### src/rtl/noc_out_arbiter.sv
// rtl/noc_out_arbiter.sv - round-robin, packet-granular switch allocator for one router output
module noc_out_arbiter #(
  parameter int DATASIZE = 40
) (
  input  logic                fifo_clk,
  input  logic                rst_n,
  input  logic [3:0]          req,
  input  logic [DATASIZE-1:0] N_data_in,
  input  logic [DATASIZE-1:0] S_data_in,
  input  logic [DATASIZE-1:0] W_data_in,
  input  logic [DATASIZE-1:0] L_data_in,
  output logic                fifo_ready_N,
  output logic                fifo_ready_S,
  output logic                fifo_ready_W,
  output logic                fifo_ready_L,
  input  logic                out_full,
  output logic [DATASIZE-1:0] out_data,
  output logic                out_valid,
  output logic [1:0]          lock_owner,
  output logic                locked,
  output logic                proto_err
);

  typedef enum logic {IDLE, LOCKED} state_t;

  localparam logic [1:0] T_BODY   = 2'b00;
  localparam logic [1:0] T_HEAD   = 2'b01;
  localparam logic [1:0] T_TAIL   = 2'b10;
  localparam logic [1:0] T_SINGLE = 2'b11;

  state_t              state, state_nxt;
  logic [1:0]          rr_ptr, rr_nxt;
  logic [1:0]          owner_nxt;
  logic                err_nxt;
  logic [7:0]          req_rot;
  logic [1:0]          offset;
  logic [1:0]          winner;
  logic [1:0]          src;
  logic                pop;
  logic [DATASIZE-1:0] sel_data;
  logic [1:0]          ftype;
  logic [3:0]          grant;

  // Rotate requests so the rr_ptr source sits at bit 0, then pick the lowest set bit.
  assign req_rot = {req, req} >> rr_ptr;

  always_comb begin
    offset = 2'd0;
    casez (req_rot[3:0])
      4'b???1: offset = 2'd0;
      4'b??10: offset = 2'd1;
      4'b?100: offset = 2'd2;
      4'b1000: offset = 2'd3;
      default: offset = 2'd0;
    endcase
  end

  assign winner = rr_ptr + offset;
  assign src    = (state == LOCKED) ? lock_owner : winner;
  assign pop    = rst_n && !out_full && ((state == LOCKED) ? req[lock_owner] : (req != 4'b0000));

  always_comb begin
    sel_data = N_data_in;
    case (src)
      2'd0: sel_data = N_data_in;
      2'd1: sel_data = S_data_in;
      2'd2: sel_data = W_data_in;
      2'd3: sel_data = L_data_in;
      default: sel_data = N_data_in;
    endcase
  end

  assign ftype = sel_data[DATASIZE-1 -: 2];
  assign grant = pop ? (4'b0001 << src) : 4'b0000;

  assign fifo_ready_N = grant[0];
  assign fifo_ready_S = grant[1];
  assign fifo_ready_W = grant[2];
  assign fifo_ready_L = grant[3];
  assign locked       = (state == LOCKED);

  always_comb begin
    state_nxt = state;
    rr_nxt    = rr_ptr;
    owner_nxt = lock_owner;
    err_nxt   = proto_err;
    if (pop) begin
      if (state == IDLE) begin
        if (ftype == T_HEAD) begin
          state_nxt = LOCKED;
          owner_nxt = src;
        end else begin
          rr_nxt = src + 2'd1;
          if (ftype != T_SINGLE) err_nxt = 1'b1;
        end
      end else begin
        if (ftype == T_TAIL) begin
          state_nxt = IDLE;
          rr_nxt    = src + 2'd1;
        end else if (ftype != T_BODY) begin
          err_nxt = 1'b1;
        end
      end
    end
  end

  always_ff @(posedge fifo_clk or negedge rst_n) begin
    if (!rst_n) begin
      state      <= IDLE;
      rr_ptr     <= 2'd0;
      lock_owner <= 2'd0;
      proto_err  <= 1'b0;
      out_data   <= '0;
      out_valid  <= 1'b0;
    end else begin
      state      <= state_nxt;
      rr_ptr     <= rr_nxt;
      lock_owner <= owner_nxt;
      proto_err  <= err_nxt;
      out_valid  <= pop;
      if (pop) out_data <= sel_data;
    end
  end

endmodule
### config.mk
export PLATFORM = sky130hd
export DESIGN_NAME = noc_out_arbiter
export DESIGN_NICKNAME = d
export VERILOG_FILES = /design/src/rtl/noc_out_arbiter.sv
export SDC_FILE = /design/constraint.sdc
export NUM_CORES = 1
export LEC_CHECK = 0
export CAP_MARGIN = 30
export CELL_PAD_IN_SITES_DETAIL_PLACEMENT = 1
export CELL_PAD_IN_SITES_GLOBAL_PLACEMENT = 1
export CORE_UTILIZATION = 22
export DETAILED_ROUTE_END_ITERATION = 16
export GPL_ROUTABILITY_DRIVEN = 0
export MAX_ROUTING_LAYER = met4
export PLACE_DENSITY = 0.85
export REMOVE_ABC_BUFFERS = 1
export SETUP_SLACK_MARGIN = 0.4
export SYNTH_ARGS = -nofsm -noshare
export SYNTH_HDL_FRONTEND = slang
export SYNTH_SLANG_ARGS = --single-unit
### constraint.sdc
create_clock -name fifo_clk -period 3.65 [get_ports fifo_clk]
set_clock_uncertainty 0.1 [all_clocks]
set_input_delay 0.73 -clock fifo_clk [delete_from_list [all_inputs] [get_ports fifo_clk]]
set_output_delay 0.73 -clock fifo_clk [all_outputs]
set_load 0.02 [all_outputs]
==> results.ini <==
[drt]
drt_wl_total_um = 14100
wl_met2_um = 7950
dr.pass1.iters = 5
met3_length_um = 686
drc = 0
top_layer = met4
dr.first_iter.drc_count = 255
viasPerCell = 5.03
wl_per_cell_um = 19.7
met1Wirelength_um = 5160
via_count = 3604
ant_nets = 0

[logic_synthesis]
yosys_most_used_dff = dfrtp_1
ys_top_cells_by_area = dfrtp_1 39%, mux2_2 15%, a222oi_1 13%
yosysUniqueCellTypes = 45
seq_area_frac_synth = 0.389
synth-edff-count = 0
yosys_warnings = 0
avgSynthCellArea_um2 = 10.1
synth_largest_area_cell = dfrtp_1
netlist_instances = 300
ys_ff_latch = 47
synth_top_area_share = 0.389
async_flop_share = 1.00
netlist_area_um2 = 3020

[timing]
period_needed_ns = 3.70
fin_crit_sh = 1.01
finalSetupViolCount = 4
rsz0062_at_grt = yes
tightest_slew_ns = 0.623
finalHoldViolations = 0
worst_slack_ns = -0.0475
slew_headroom = 0.585
final-max-slew-violation-count = 0
clock.fmax_ghz = 0.270

[power]
finalPower_uw = 5010
ir_worst_vdd_mv = 0.366
p_leak_uw = 0.00251
power_density_nw_per_um2 = 809

[floorplan]
initial_core_util = 0.227
design.core.area_um2 = 13300
die_area_um2 = 14200
die_h_um = 119
fp-row-count = 42
die_x_um = 119
num_io_pins = 216

[critical_path]
critPathLaunchType = primary input
crit_type = primary input to flip-flop
cp.arrival_ns = 3.76
r2r_start = rr_ptr[0]$_DFFE_PN0P_
setup.worst_path.start = req[3]
cp_max_fo = 4
endpoint_kind = flip-flop
critical_path_required_ns = 3.72

[status]
outcome = complete, but fails checks
violations = negative setup slack

[global_route]
grt_usage = 0.198
antenna_found_initial = 0
overflow = 0
grt_pass1_vias = 4048
grt_max_degree = 48
grt_pass1_wl_um = 21100

[worst_hold_path]
min_from = out_data[2]$_DFFE_PN0P_
hold_class = flip-flop to flip-flop

[clock_tree]
clk_path_buf_depth = 2
holdBufCountCts = 0
numClockSinks = 47
cts.reportedPaths.clkPinSlew_ns = 0.06
cts_root_buffer = clkbuf_16
insertion_delay_ns = 0.28
cts_tree = built
cts_buffers = 5
cts.htree.levels = 2

[layout]
antennaDiodeCount = 0
drive_above_1_share = 0.281
nets = 712
syn2layout_area_growth_pct = 105
post-route-util = 0.464
fillerInstances = 1467

[flow_run]
cap_viol_max_count = 0

[placed_design]
dp_hpwl_um = 10200
io_buffer_count = 215

## cell type report
type                       count  area, µm²  area share
sequential                    47       1180       0.190
inverter                       6       22.5     0.00364
clock buffer                   6        139      0.0224
tap                          176        220      0.0356
multi-input combinational    219       1990       0.322
clock inverter                 1       5.00    0.000808
timing repair buffer         262       2640       0.426
## cells by family after synthesis
family	share of synthesized area
buffers and inverters	0.0534
xor gates and xnor gates	0.00579
AOI/OAI and AO/OA	0.239
and+or+nand+nor	0.118
adders and majority gates	0.0166
muxes	0.178
DFF	0.389
## cells in the final DEF, fill, tap and decap left out, types with 4 or more instances in the layout
cell and count:
o21ai_1 40, buf_4 33, clkbuf_16 6, mux2_2 22, dfrtp_1 46, ha_4 4, mux2_4 22, nand2_1 41
a222oi_1 38, clkdlybuf4s50_1 206, buf_6 14
## per-stage QoR
| step | hold slack, ns | cell area (µm²) | setup TNS, ns | setup WS, ns | std cells |
|---|---|---|---|---|---|
| 2_1_floorplan | 0.334 | 2890 | -20.50 | -1.10 | 272 |
| 3_3_place_gp | 0.345 | 5490 | -21.25 | -0.696 | 691 |
| 3_5_place_dp | 0.396 | 5490 | -30.40 | -1.01 | 691 |
| 4_1_cts | 0.411 | 5970 | 0 | 0.0714 | 711 |
| 5_1_grt | 0.424 | 6190 | -0.571 | -0.128 | 717 |
| 6_report | 0.407 | 6190 | -0.115 | -0.0475 | 717 |
## Yosys cell counts (2+ instances only)
master and n:
dfrtp_1 47, buf_2 3, o21ai_1 36, mux2_4 3, nor2_1 6, o21ai_0 7, nor2b_1 4, and2_1 3
buf_6 4, nand3_1 2, buf_1 2, nand2b_1 2, nand2_1 43, a221oi_1 2, clkbuf_1 19, ha_1 4
nor3_1 5, mux2_2 40, a222oi_1 38, inv_1 5
## power breakdown
group          internal [µW]  switching [µW]  total, µW
Clock                    268             193        461
Combinational           1860            1780       3640
Sequential               760             151        911
Total                   2890            2120       5010
## registers in the layout, indices dropped and copies added (netlist names)
signal,flops
rr_ptr,2
proto_err,1
out_data,40
locked,1
lock_owner,2
out_valid,1
## repair_timing
item                       CTS  global route
setup endpoints to repair   50            50
gates cloned                 1             1
pin swaps                   24            14
resized for setup           97            39
buffers inserted            12             5
## per-layer routing
metal	global-route usage	vias up
li1	-	1640
met1	0.203	1791
met2	0.382	150
met3	0.0216	23
met4	0.0744	0
met5	-	-
## path summary, 6_finish.rpt
path | endpoint | slack (ns) | depth (start not counted)
min reg2reg | out_data[2]$_DFFE_PN0P_ | 0.41 | 1
max in group asynchronous | rr_ptr[0]$_DFFE_PN0P_ | 2.48 | 2
min in group asynchronous | out_data[12]$_DFFE_PN0P_ | 0.53 | 2
min | out_data[2]$_DFFE_PN0P_ | 0.41 | 1
max reg2reg | rr_ptr[0]$_DFFE_PN0P_ | 0.05 | 17
max | rr_ptr[0]$_DFFE_PN0P_ | -0.05 | 18
## worst max-delay path, stage by stage
cell      delay [ns]
buf_8           0.10
buf_6           0.12
nor2_4          0.10
nand2_2         0.08
o221ai_4        0.21
ha_4            0.19
xor2_4          0.18
nand3_2         0.12
a31oi_4         0.28
inv_2           0.11
ha_4            0.18
buf_6           0.12
a221oi_4        0.30
nor2_2          0.08
a21oi_2         0.16
a21boi_2        0.18
o211a_1         0.20
mux2_4          0.31
Note: power is estimated with default switching activity, not from simulation.
